==> config.mk <==
export PLATFORM = sky130hd
export DESIGN_NAME = gpr_access_seq
export DESIGN_NICKNAME = d
export VERILOG_FILES = /design/src/rtl/gpr_access_seq.sv
export SDC_FILE = /design/constraint.sdc
export NUM_CORES = 1
export LEC_CHECK = 0
export ABC_CLOCK_PERIOD_IN_PS = 1600
export BUFFER_PORTS_ARGS = -buffer_cell sky130_fd_sc_hd__buf_2
export CAP_MARGIN = 25
export CELL_PAD_IN_SITES_DETAIL_PLACEMENT = 0
export CELL_PAD_IN_SITES_GLOBAL_PLACEMENT = 2
export CORE_MARGIN = 5
export CORE_UTILIZATION = 24
export DETAILED_ROUTE_END_ITERATION = 8
export PLACE_DENSITY = 0.76
export SYNTH_ARGS = -nofsm -noshare
export SYNTH_HDL_FRONTEND = slang
export SYNTH_SLANG_ARGS = --single-unit
==> constraint.sdc <==
create_clock -name i_clock -period 1.6 [get_ports i_clock]
set_input_delay 0.48 -clock i_clock [delete_from_list [all_inputs] [get_ports i_clock]]
set_output_delay 0.48 -clock i_clock [all_outputs]
set_load 0.01 [all_outputs]
==> src/rtl/gpr_access_seq.sv <==
// ---------------------------------------------------------------------------
// gpr_access_seq
//
// Bus initiator for a single-port general-purpose register file
// (2**ADDR_WIDTH x DATA_WIDTH, register 0 reads as zero). One request per
// valid/ready transaction is serialised into write, read-A and read-B bus
// cycles on the register-file Read/Write/Address bus. The fetched operands
// are returned on a valid/ready response channel.
//
// Build option:
//   GPRSEQ_BYPASS_EN  when defined, a read whose address matches a non-zero
//                     write address of the same request takes its operand
//                     from the latched write data and skips the bus read.
//
// Ports:
//   i_clock, i_reset        clock, synchronous active-high reset
//   i_req_valid/o_req_ready request handshake
//   i_req_rd_a/_rd_b/_wr    requested operations
//   i_addr_a/_b/_w          read-A, read-B and write register numbers
//   i_wr_data               write data
//   o_rsp_valid/i_rsp_ready response handshake
//   o_op_a, o_op_b          returned operands
//   o_gpr_address           register-file address
//   o_gpr_read/_write       register-file strobes
//   o_gpr_wdata             register-file write data
//   i_gpr_rdata             register-file read data
// ---------------------------------------------------------------------------
// state  | meaning
// IDLE   | ready for a request, bus idle
// WRITE  | write strobe to AddrW with WrData
// READ_A | read strobe to AddrA, OpA captured at end of cycle
// READ_B | read strobe to AddrB, OpB captured at end of cycle
// RESP   | operands presented, waiting for RspReady
// ---------------------------------------------------------------------------
module gpr_access_seq #(
  parameter int DATA_WIDTH = 16,
  parameter int ADDR_WIDTH = 3
) (
  input  logic                  i_clock,
  input  logic                  i_reset,
  input  logic                  i_req_valid,
  output logic                  o_req_ready,
  input  logic                  i_req_rd_a,
  input  logic                  i_req_rd_b,
  input  logic                  i_req_wr,
  input  logic [ADDR_WIDTH-1:0] i_addr_a,
  input  logic [ADDR_WIDTH-1:0] i_addr_b,
  input  logic [ADDR_WIDTH-1:0] i_addr_w,
  input  logic [DATA_WIDTH-1:0] i_wr_data,
  output logic                  o_rsp_valid,
  input  logic                  i_rsp_ready,
  output logic [DATA_WIDTH-1:0] o_op_a,
  output logic [DATA_WIDTH-1:0] o_op_b,
  output logic [ADDR_WIDTH-1:0] o_gpr_address,
  output logic                  o_gpr_read,
  output logic                  o_gpr_write,
  output logic [DATA_WIDTH-1:0] o_gpr_wdata,
  input  logic [DATA_WIDTH-1:0] i_gpr_rdata
);

`ifdef GPRSEQ_BYPASS_EN
  localparam logic BYPASS_EN = 1'b1;
`else
  localparam logic BYPASS_EN = 1'b0;
`endif

  typedef enum logic [2:0] {
    S_IDLE,
    S_WRITE,
    S_READ_A,
    S_READ_B,
    S_RESP
  } state_t;

  state_t                r_state;
  state_t                w_next_state;

  logic                  r_rd_a;
  logic                  r_rd_b;
  logic                  r_wr;
  logic [ADDR_WIDTH-1:0] r_addr_a;
  logic [ADDR_WIDTH-1:0] r_addr_b;
  logic [ADDR_WIDTH-1:0] r_addr_w;
  logic [DATA_WIDTH-1:0] r_wr_data;
  logic [DATA_WIDTH-1:0] r_op_a;
  logic [DATA_WIDTH-1:0] r_op_b;

  logic                  w_accept;

  // Phase requirements of the incoming request (used only on accept).
  logic                  w_in_need_w;
  logic                  w_in_hit_a;
  logic                  w_in_hit_b;
  logic                  w_in_need_a;
  logic                  w_in_need_b;

  // Phase requirements of the latched request.
  logic                  w_need_a;
  logic                  w_need_b;

  // First phase still to run, in write-then-A-then-B order. RESP only
  // follows if an operand was asked for; a write-only request goes idle.
  function automatic state_t first_phase(input logic need_w, input logic need_a,
                                         input logic need_b, input logic any_rd);
    if (need_w)      return S_WRITE;
    else if (need_a) return S_READ_A;
    else if (need_b) return S_READ_B;
    else if (any_rd) return S_RESP;
    else             return S_IDLE;
  endfunction

  assign w_accept    = (r_state == S_IDLE) && i_req_valid;

  // Register 0 never needs a bus cycle: writes are dropped, reads are zero.
  assign w_in_need_w = i_req_wr && (i_addr_w != '0);
  assign w_in_hit_a  = BYPASS_EN && w_in_need_w && (i_addr_a == i_addr_w);
  assign w_in_hit_b  = BYPASS_EN && w_in_need_w && (i_addr_b == i_addr_w);
  assign w_in_need_a = i_req_rd_a && (i_addr_a != '0) && !w_in_hit_a;
  assign w_in_need_b = i_req_rd_b && (i_addr_b != '0) && !w_in_hit_b;

  assign w_need_a = r_rd_a && (r_addr_a != '0) &&
                    !(BYPASS_EN && r_wr && (r_addr_w != '0) && (r_addr_a == r_addr_w));
  assign w_need_b = r_rd_b && (r_addr_b != '0) &&
                    !(BYPASS_EN && r_wr && (r_addr_w != '0) && (r_addr_b == r_addr_w));

  always_comb begin
    w_next_state = r_state;
    case (r_state)
      S_IDLE: begin
        if (i_req_valid) begin
          w_next_state = first_phase(w_in_need_w, w_in_need_a, w_in_need_b,
                                     i_req_rd_a || i_req_rd_b);
        end
      end
      S_WRITE:  w_next_state = first_phase(1'b0, w_need_a, w_need_b, r_rd_a || r_rd_b);
      S_READ_A: w_next_state = first_phase(1'b0, 1'b0, w_need_b, 1'b1);
      S_READ_B: w_next_state = S_RESP;
      S_RESP: begin
        if (i_rsp_ready) begin
          w_next_state = S_IDLE;
        end
      end
      default:  w_next_state = S_IDLE;
    endcase
  end

  always_ff @(posedge i_clock) begin
    if (i_reset) begin
      r_state   <= S_IDLE;
      r_rd_a    <= 1'b0;
      r_rd_b    <= 1'b0;
      r_wr      <= 1'b0;
      r_addr_a  <= '0;
      r_addr_b  <= '0;
      r_addr_w  <= '0;
      r_wr_data <= '0;
      r_op_a    <= '0;
      r_op_b    <= '0;
    end else begin
      r_state <= w_next_state;

      if (w_accept) begin
        r_rd_a    <= i_req_rd_a;
        r_rd_b    <= i_req_rd_b;
        r_wr      <= i_req_wr;
        r_addr_a  <= i_addr_a;
        r_addr_b  <= i_addr_b;
        r_addr_w  <= i_addr_w;
        r_wr_data <= i_wr_data;

        // Operands that skip their bus read are resolved at accept time.
        if (i_req_rd_a && (i_addr_a == '0)) begin
          r_op_a <= '0;
        end else if (i_req_rd_a && w_in_hit_a) begin
          r_op_a <= i_wr_data;
        end

        if (i_req_rd_b && (i_addr_b == '0)) begin
          r_op_b <= '0;
        end else if (i_req_rd_b && w_in_hit_b) begin
          r_op_b <= i_wr_data;
        end
      end

      if (r_state == S_READ_A) begin
        r_op_a <= i_gpr_rdata;
      end
      if (r_state == S_READ_B) begin
        r_op_b <= i_gpr_rdata;
      end
    end
  end

  // Moore decode from state and latched request; the bus idles at zero.
  always_comb begin
    o_req_ready   = 1'b0;
    o_rsp_valid   = 1'b0;
    o_gpr_read    = 1'b0;
    o_gpr_write   = 1'b0;
    o_gpr_address = '0;
    o_gpr_wdata   = '0;
    case (r_state)
      S_IDLE: o_req_ready = 1'b1;
      S_WRITE: begin
        o_gpr_write   = 1'b1;
        o_gpr_address = r_addr_w;
        o_gpr_wdata   = r_wr_data;
      end
      S_READ_A: begin
        o_gpr_read    = 1'b1;
        o_gpr_address = r_addr_a;
      end
      S_READ_B: begin
        o_gpr_read    = 1'b1;
        o_gpr_address = r_addr_b;
      end
      S_RESP: o_rsp_valid = 1'b1;
      default: ;
    endcase
  end

  assign o_op_a = r_op_a;
  assign o_op_b = r_op_b;

endmodule

==> results.txt, run 1 <==
First-pass GRT wire length = 12.61 mm
Post-Syn Nets = 340
Cell area after synthesis = 0.002520 sq mm
Non-Filler Instances = 565
Pre-antenna DRT Iters = 4
Clk root buf = clkbuf_8
GRT Util Overall = 12.52%
Post-synthesis sequential area ratio = 49.26%
WL per Instance = 14.98 um
Std-Cell Rows = 37
Num ports = 103
Die height = 112.5 um
FF-to-FF setup slack = -0.07 ns
Yosys reg bits = 62
Final period utilization = 118.5%
Reg2Reg Capture Point = o_op_b[9]$_SDFFE_PP0P_
Hold Vio Cnt, Final = 0
PortBufs = 102
Most frequent cells in the layout = buf_2 (84), dfxtp_1 (59), nand2_1 (54), nor2_1 (39), buf_6 (32)
Leak = 1.763 nW
Clk_skew = 0.008402 ns
Vias = 2559
Initial DRC Count = 101
Placed insts = 536
CTS tree = built
Post-Syn Instances = 292
Via/cell ratio = 4.529
Diode count = 0
Final slew viol count = 0
Die width = 112.5 um
Die area = 0.01265 sq mm
Rel. slew slack = 64.22%
Crit-path max FO = 6
Setup violators final = 43
Critical R2R Launch = r_state[1]$_SDFFE_PP0P_
Synthesis Warnings = 0
Clock slew at reported path FFs = 0.07 ns
Fmax = 0.5276 GHz
DR DRC count = 0
CORE AREA = 0.01028 sq mm
CP Launch Point = r_state[0]$_SDFFE_PP0P_
Clk buf depth = 2
Least-Margin Pin Slew = 0.5321 ns
Mean Syn Cell Area = 8.630 sq um
Failing checks = negative setup slack
Critical path required time = 1.12 ns
Detailed Place HPWL = 5.908 mm
Smallest setup slack after layout = -0.2954 ns
Initial antenna violation count = 0
Critical path class = reg2out
R2R cell count = 8
Min-Delay Path Class = in2reg
RSZ-0062 raised after global routing = true
CP Launch Type = flip-flop
GP Congestion = 0.7437
Setup crit end = o_gpr_wdata[15]
Layout area overhead = 61.42%
Worst Path Arrival = 1.42 ns
Final global-route overflow total = 0
Setup TNS = -6.535 ns
Max cap viols = 0
Outcome = finished, violations left
CTS Buf Count = 9
Largest net degree at the start of global routing = 28
# clock sinks = 62
Post-route ant nets = 0
Final Core Density = 39.58%
Nets = 472
Worst skew pair latency = 0.34 ns
CP Capture Type = primary output
Synth unique cells = 32
Leading cell type in the layout, fill and taps excluded = buf_2
Vias in the first global route = 2491
Dpl ws = -0.1262 ns
PD cells = 960.4 mW/mm^2
Routed wire length = 8.463 mm
H-tree levels = 3
Share of layout cells above drive strength 1 = 51.52%
Initial Util = 24.52%
Worst VDD drop = 0.3122 mV
Fin crit period = 1.895 ns
## state kept, by name, summed over array words and instances (netlist names), 3 cells and up
signal / cells
o_op_a: 16
r_addr_b: 3
o_op_b: 16
r_addr_a: 3
r_addr_w: 3
r_wr_data: 16
r_state: 3
## metal layers
layer  share of wire [%]  GRT usage (%)  routed length [um]  vias up
met5                   0              0                   0        -
met4                 1.1          4.808                  93        0
met3                 3.7          3.288                 311        6
met2                  51          21.22                4336       53
met1                  44          15.16                3721     1222
li1                    -              -                   -     1278
## critical path, cell delays in order, from the launching register on
cell and delay (ns):
dfxtp_4 0.38, nor3b_4 0.29, buf_6 0.17, and2_4 0.14, buf_6 0.09
## cells in the mapped netlist (all sizes together)
library cell,count,area [sq um]
and2,16,100.1
o31ai,4,30.03
nor3b,3,43.79
and3b,1,8.760
a21oi,28,140.1
a2bb2oi,1,8.760
inv,1,3.750
nor3,4,25.02
o2111ai,1,8.760
buf,15,78.82
nor4,1,6.260
clkbuf,7,26.28
o211a,1,10.01
o211ai,1,7.510
nor2,39,146.4
a31oi,2,33.78
a22oi,35,262.8
nand2,56,212.7
o31a,2,17.52
dfxtp,62,1241
a2111oi,1,15.01
a311oi,1,8.760
nor4b,1,15.01
mux2,3,33.78
nor2b,4,25.02
o21ai,2,10.01
## layout make-up
type | instances | area, sq um
flip-flops and latches | 62 | 1250
clock buffers | 10 | 127.6
repair buffers | 142 | 1031
clock inverters | 6 | 61.31
multi-input cells | 208 | 1424
well taps | 136 | 170.2
fillers | 1065 | 6210
inverters | 1 | 3.754
## cell families after synthesis
group / after synthesis / share of synthesized area (%)
muxes: 3 / 1.341
AOI/OAI and AO/OA: 79 / 21.95
buffers and inverters: 23 / 4.320
and+or+nand+nor: 125 / 23.14
DFF: 62 / 49.26
## report_power, final
part,switching [mW],internal [mW]
registers,0.0672,1.63
clock network,0.631,0.717
logic,0.427,0.429
## stage by stage
step	area, sq um	hold slack (ns)	power [mW]
floorplan	2521	0.4317	2.072
global placement	3352	0.4371	2.390
detailed placement	3352	0.4418	2.397
CTS	3750	0.3558	3.839
global route	4068	0.3606	4.114
finish	4068	0.3771	3.907
## how the worst min path moves through the flow
stage / from / end / slack [ns] / cells past startpoint
finish: i_wr_data[11] / r_wr_data[11]$_SDFFE_PP0P_ / 0.38 / 3
global route: i_wr_data[6] / r_wr_data[6]$_SDFFE_PP0P_ / 0.36 / 3
CTS: i_wr_data[3] / r_wr_data[3]$_SDFFE_PP0P_ / 0.36 / 3
detailed placement: r_wr_data[11]$_SDFFE_PP0P_ / r_wr_data[11]$_SDFFE_PP0P_ / 0.44 / 2
global placement: r_wr_data[1]$_SDFFE_PP0P_ / r_wr_data[1]$_SDFFE_PP0P_ / 0.44 / 2
floorplan: r_wr_data[0]$_SDFFE_PP0P_ / r_wr_data[0]$_SDFFE_PP0P_ / 0.43 / 2
## timing repair
action,CTS,global route
endpoints found under the hold margin,0,0
resized for setup,44,50
endpoints found under the setup margin,57,74
hold buffers,0,0
pin swaps,17,11
cloned,1,2
buffers inserted,5,8
(Power assumes the default switching activity.)
==> inputs of run 2 (changes only) <==
--- a/config.mk
+++ b/config.mk
@@ -5,15 +5,16 @@
 export SDC_FILE = /design/constraint.sdc
 export NUM_CORES = 1
 export LEC_CHECK = 0
+export ABC_AREA = 1
 export ABC_CLOCK_PERIOD_IN_PS = 1600
 export BUFFER_PORTS_ARGS = -buffer_cell sky130_fd_sc_hd__buf_2
 export CAP_MARGIN = 25
 export CELL_PAD_IN_SITES_DETAIL_PLACEMENT = 0
 export CELL_PAD_IN_SITES_GLOBAL_PLACEMENT = 2
 export CORE_MARGIN = 5
-export CORE_UTILIZATION = 24
+export CORE_UTILIZATION = 23
 export DETAILED_ROUTE_END_ITERATION = 8
-export PLACE_DENSITY = 0.76
+export PLACE_DENSITY = 0.75
 export SYNTH_ARGS = -nofsm -noshare
 export SYNTH_HDL_FRONTEND = slang
 export SYNTH_SLANG_ARGS = --single-unit
==> results.txt, run 2 <==
Outcome = finished, violations left
Failing checks = negative setup slack
GRT Util Overall = 11.94%
Leak = 1.770 nW
Post-route ant nets = 0
WHS Path Cells = 3
Area leader, netlist = dfxtp_1
Fin crit period = 1.829 ns
Final slew viol count = 0
Sequential cell area = 0.001247 sq mm
Std-Cell Rows = 39
CTS tree = built
R2R cell count = 10
Nets = 514
Most area-consuming cells after synthesis = dfxtp_1 (47%), nand2_1 (12%), a21oi_1 (7.9%)
Fill cell count = 1243
Worst Hold Launch = i_gpr_rdata[12]
Slowest stage cell, crit path = dfxtp_4
CP Launch Type = flip-flop
Hold endpoint = o_op_a[12]$_SDFFE_PP0P_
Largest net degree at the start of global routing = 63
CP Buf/Inv Count = 4
Die area = 0.01377 sq mm
Post-synth EDFFs = 0
Worst skew pair latency = 0.33 ns
FF-to-FF setup slack = 0.10 ns
Num ports = 103
CTS Buf Count = 9
Min-Delay Path Class = in2reg
Routed wire length = 8.059 mm
Synthesis Warnings = 0
Hold_buf cts = 0
Clk_skew = 0.006454 ns
DR DRC count = 0
Worst Path Arrival = 1.35 ns
Register share of total power = 35.4%
Initial DRC Count = 102
Critical R2R Launch = r_state[1]$_SDFFE_PP0P_
Via/cell ratio = 4.205
# clock sinks = 62
GP Congestion = 0.7718
Pint = 3.577 mW
Yosys reg bits = 62
Post-synth top flop = dfxtp_1
Setup violators final = 22
Yosys top cell area share = 46.81%
Final global-route overflow total = 0
Worst VDD drop = 0.5047 mV
Vias = 2582
Mean Syn Cell Area = 7.554 sq um
Initial Util = 23.32%
Least-Margin Pin Slew = 0.3131 ns
Layout area overhead = 51.44%
First-pass GRT wire length = 13.50 mm
Critical path class = reg2out
Diode count = 0
Biggest cell delay along the critical path = 0.37 ns
Pre-antenna DRT Iters = 4
Clk network pwr share = 43.5%
Reg2Reg Capture Point = o_op_a[3]$_SDFFE_PP0P_
Multi-input gate area = 0.001272 sq mm
CP Capture Type = primary output
Critical path cell sequence = nor2_4, nand2_8, buf_4, buf_6, inv_4, buf_6
Share of layout cells above drive strength 1 = 39.70%
Ys async rst share = 0%
Clk buf depth = 2
Fmax = 0.5469 GHz
PD cells = 1230 mW/mm^2
Final period utilization = 114.3%
Rel. slew slack = 79.13%
Crit path top cell by count = buf_6
Max cap viols = 0
Die height = 117.4 um
CORE AREA = 0.01137 sq mm
Comb pwr share = 21.2%
Crit-path max FO = 7
Cell area after synthesis = 0.002651 sq mm
Final Core Density = 35.31%
Post-Syn Nets = 399
Most frequent cells after synthesis = nand2_1 (83), dfxtp_1 (62), nor2_1 (49)
Smallest setup slack after layout = -0.2287 ns
H-tree levels = 3
Most frequent cells in the layout = buf_2 (93), nand2_1 (82), dfxtp_1 (59), a21oi_1 (41), nor2_1 (36)
Synth unique cells = 22
Post-Syn Instances = 351
Critical path required time = 1.12 ns
Sw frac = 27.55%
PortBufs = 102
Hold Vio Cnt, Final = 0
Clk root buf = clkbuf_16
Die width = 117.4 um
RSZ-0062 raised after global routing = true
Post-synthesis sequential area ratio = 46.81%
Leading cell type in the layout, fill and taps excluded = buf_2
Clock slew at reported path FFs = 0.06 ns
Vias in the first global route = 2617
Psw = 1.360 mW
Detailed Place HPWL = 5.689 mm
Crit-path leading delay family = buffers and inverters
WL per Instance = 13.13 um
Initial antenna violation count = 0
Final Total Pwr = 4.937 mW
Most instantiated library cell after synthesis = nand2_1
Min Hold Slack = 0.4124 ns
==> run 2: metrics by stage <==
step / instances / cell area (sq um) / setup WS (ns) / TNS (ns)
floorplan: 351 / 2678 / 0.01909 / 0
global placement: 589 / 3374 / -0.01295 / -0.02322
detailed placement: 589 / 3374 / 0.006387 / 0
CTS: 610 / 3847 / -0.2290 / -4.433
global route: 614 / 4015 / -0.2998 / -5.794
finish: 614 / 4015 / -0.2287 / -4.151
==> run 2: timing repair <==
item                       CTS  global route
buffers inserted             4             4
setup endpoints to repair   22            38
pin swaps                    3             6
resized for setup           24            26
cloned                       1             0
==> run 2: worst max-delay path by stage <==
stage                            start         endpoint  slack (ns)  cells past startpoint
4_1_cts        r_state[1]$_SDFFE_PP0P_   o_gpr_wdata[3]       -0.23                      5
3_3_place_gp   r_state[1]$_SDFFE_PP0P_   o_gpr_wdata[2]       -0.01                      5
5_1_grt        r_state[0]$_SDFFE_PP0P_   o_gpr_wdata[4]       -0.30                      6
3_5_place_dp   r_state[1]$_SDFFE_PP0P_   o_gpr_wdata[2]       0.006                      5
6_report       r_state[1]$_SDFFE_PP0P_      o_gpr_write       -0.23                      6
2_1_floorplan  r_state[0]$_SDFFE_PP0P_  o_gpr_wdata[10]        0.02                      6
==> run 2: area by class of cell <==
type,instances,area share [%]
Sequential cell,62,31.07
Clock inverter,5,2.026
Clock buffer,11,6.295
Inverter,40,3.989
Tap cell,143,4.456
Multi-Input combinational cell,230,31.69
Timing Repair Buffer,123,20.47
==> run 2: power by group through the flow <==
stage | Clock, mW | Sequential, mW | Combinational (mW)
3_5_place_dp | 0 | 1.77 | 0.864
2_1_floorplan | 0 | 1.78 | 0.535
5_1_grt | 2.29 | 1.76 | 1.16
3_3_place_gp | 0 | 1.77 | 0.862
4_1_cts | 2.22 | 1.75 | 0.965
6_report | 2.15 | 1.75 | 1.04
==> run 2: worst min-delay path, stage by stage <==
cell and delay, ns:
buf_2 0.10, nand2_1 0.05, a21oi_1 0.05
==> run 2: cell families after synthesis <==
kind of cell / synth area share (%)
and+or+nand+nor: 26.71
AOI/OAI and AO/OA: 16.28
DFF: 46.81
buffers and inverters: 10.19
==> run 2: per-layer routing <==
| layer | wire length (um) | track usage (%) | share of wire, % |
|---|---|---|---|
| met1 | 3670 | 14.71 | 46 |
| met2 | 3457 | 17.93 | 43 |
| met3 | 814 | 6.015 | 10 |
| met4 | 117 | 4.133 | 1.5 |
| met5 | 0 | 0 | 0 |
==> inputs of run 3 (changes only) <==
--- a/config.mk
+++ b/config.mk
@@ -6,15 +6,15 @@
 export NUM_CORES = 1
 export LEC_CHECK = 0
 export ABC_AREA = 1
-export ABC_CLOCK_PERIOD_IN_PS = 1600
+export ABC_CLOCK_PERIOD_IN_PS = 2060
 export BUFFER_PORTS_ARGS = -buffer_cell sky130_fd_sc_hd__buf_2
 export CAP_MARGIN = 25
 export CELL_PAD_IN_SITES_DETAIL_PLACEMENT = 0
 export CELL_PAD_IN_SITES_GLOBAL_PLACEMENT = 2
 export CORE_MARGIN = 5
-export CORE_UTILIZATION = 23
+export CORE_UTILIZATION = 26
 export DETAILED_ROUTE_END_ITERATION = 8
-export PLACE_DENSITY = 0.75
+export PLACE_DENSITY = 0.8
 export SYNTH_ARGS = -nofsm -noshare
 export SYNTH_HDL_FRONTEND = slang
 export SYNTH_SLANG_ARGS = --single-unit
==> constraint.sdc (replaced) <==
create_clock -name i_clock -period 2.06 [get_ports i_clock]
set_input_delay 0.618 -clock i_clock [delete_from_list [all_inputs] [get_ports i_clock]]
set_output_delay 0.618 -clock i_clock [all_outputs]
set_load 0.01 [all_outputs]
==> results.txt, run 3 (same netlist as run 2, synthesis figures left out) <==
Initial antenna violation count = 0
Worst Path Arrival = 1.38 ns
Clk root buf = clkbuf_8
Routed wire length = 7.658 mm
Metal-1 WL = 3.665 mm
Crit-path max FO = 5
Reg2Reg Capture Point = o_op_a[10]$_SDFFE_PP0P_
Pre-antenna DRT Iters = 4
Clock slew at reported path FFs = 0.07 ns
Crit-path leading delay family = buffers and inverters
WHS Path Cells = 2
Outcome = complete, no violations
Min-Delay Path Class = reg2reg
Vias in the first global route = 2565
Nets = 501
# clock sinks = 62
Post-route ant nets = 0
Min Hold Slack = 0.4615 ns
DR DRC count = 0
Multi-input gate area = 0.001167 sq mm
Layout area overhead = 34.21%
Initial DRC Count = 59
Max cap viols = 0
Die area = 0.01232 sq mm
Share of layout cells above drive strength 1 = 34.06%
Biggest cell delay along the critical path = 0.32 ns
CP Launch Point = r_state[2]$_SDFFE_PP0P_
Crit path top cell by count = inv_2
FF-to-FF setup slack = 0.59 ns
Final instance area = 0.003558 sq mm
Critical path required time = 1.44 ns
Sequential cell area = 0.001244 sq mm
Diode count = 0
Met3 WL post-DR = 614 um
PortBufs = 102
H-tree levels = 3
Clk_skew = 0.009079 ns
Fmax = 0.5017 GHz
GP Congestion = 0.8015
Worst VDD drop = 0.3084 mV
Worst skew pair latency = 0.33 ns
Setup violators final = 0
Initial Util = 26.88%
Fin crit period = 1.993 ns
Final global-route overflow total = 0
PD cells = 898.9 mW/mm^2
Leak = 1.613 nW
Num ports = 103
WL per Instance = 12.96 um
GRT Util Overall = 12.64%
Critical R2R Launch = r_state[0]$_SDFFE_PP0P_
Least-Margin Pin Slew = 0.4147 ns
Die height = 111.0 um
CORE AREA = 0.009864 sq mm
RSZ-0062 raised after global routing = true
Leading cell type in the layout, fill and taps excluded = buf_2
Clk buf depth = 2
Rel. slew slack = 72.29%
Setup crit end = o_gpr_address[2]
Final period utilization = 96.75%
Detailed Place HPWL = 5.454 mm
Slowest stage cell, crit path = dfxtp_2
Critical path cell sequence = inv_2, nand2_2, nor2_4, inv_2, o221ai_1, buf_2
Hold Vio Cnt, Final = 0
CP Launch Type = flip-flop
CP Buf/Inv Count = 3
CP Capture Type = primary output
Final slew viol count = 0
Largest net degree at the start of global routing = 63
Critical path class = reg2out
R2R cell count = 9
First-pass GRT wire length = 12.90 mm
Fill cell count = 1085
CTS tree = built
Vias = 2526
Die width = 111.0 um
WL met2 = 3.286 mm
Most frequent cells in the layout = buf_2 (102), nand2_1 (82), dfxtp_1 (60), nor2_1 (48), a21oi_1 (42)
CTS Buf Count = 9
Std-Cell Rows = 36
Max Used Layer = met4
Number of cells on the critical path = 6
Via/cell ratio = 4.274
Placed cell area = 0.003278 sq mm
run 3: cell types whose count changed in the layout (fill, tap and decap cells not counted), moves of 8 or more:
cell	before	now
buf_2	93	102
buf_6	13	0
clkbuf_16	9	0
clkbuf_8	2	10
nor2_1	36	48
nor2_4	13	5
run 3: power breakdown:
group	total (mW)	switching, mW	internal, mW	leakage [nW]
sequential	1.35	0.0435	1.31	0.508
clock	1.20	0.494	0.710	0.108
combinational	0.644	0.400	0.244	0.998
total	3.20	0.937	2.26	1.61
run 3: worst min-delay path by stage:
stage,endpoint,start,slack [ns]
2_1_floorplan,r_addr_w[0]$_SDFFE_PP0P_,r_addr_w[0]$_SDFFE_PP0P_,0.44
3_3_place_gp,o_op_b[14]$_SDFFE_PP0P_,o_op_b[14]$_SDFFE_PP0P_,0.45
3_5_place_dp,r_wr_data[9]$_SDFFE_PP0P_,r_wr_data[9]$_SDFFE_PP0P_,0.45
4_1_cts,o_op_a[0]$_SDFFE_PP0P_,o_op_a[0]$_SDFFE_PP0P_,0.47
5_1_grt,o_op_a[13]$_SDFFE_PP0P_,o_op_a[13]$_SDFFE_PP0P_,0.49
6_report,o_op_a[0]$_SDFFE_PP0P_,o_op_a[0]$_SDFFE_PP0P_,0.46
run 3: worst register-to-register path, stage by stage, from the launching register on:
cell and delay, ns:
dfxtp_1 0.32, buf_4 0.15, nor2_2 0.16, nand2_4 0.10
nor2_8 0.15, nand2_2 0.07, nor2_2 0.13, nor2_4 0.11
nand2_1 0.10, a21oi_1 0.06
run 3: final cells by class:
cell class,count,area share (%)
clock buffer,10,3.868
clock inverter,6,2.391
inverter,40,4.219
multi-input combinational,230,32.81
sequential,62,34.95
tap,133,4.677
timing repair buffer,110,17.09
run 3: routing by layer:
| metal | vias up | GRT usage (%) |
|---|---|---|
| met5 | - | 0 |
| met1 | 1116 | 15.65 |
| li1 | 1323 | - |
| met3 | 10 | 4.913 |
| met4 | 0 | 3.941 |
| met2 | 77 | 20.23 |
run 3: what timing repair did:
action	in CTS	in global routing
pin swaps	0	2
hold buffers	0	0
gates resized for setup	3	11
setup endpoints to repair	19	19
buffers inserted	0	2
run 3: through the flow:
stage / worst slack [ns] / setup TNS [ns] / power [mW] / instances / utilization, %
floorplan: 0.2635 / 0 / 1.785 / 351 / -
detailed placement: 0.2961 / 0 / 1.996 / 573 / 33.23
CTS: -0.005925 / -0.009206 / 3.224 / 589 / 35.54
finish: 0.06696 / 0 / 3.199 / 591 / 36.07
global placement: 0.2786 / 0 / 1.993 / 573 / 33.23
global route: -0.03164 / -0.1379 / 3.408 / 591 / 36.07
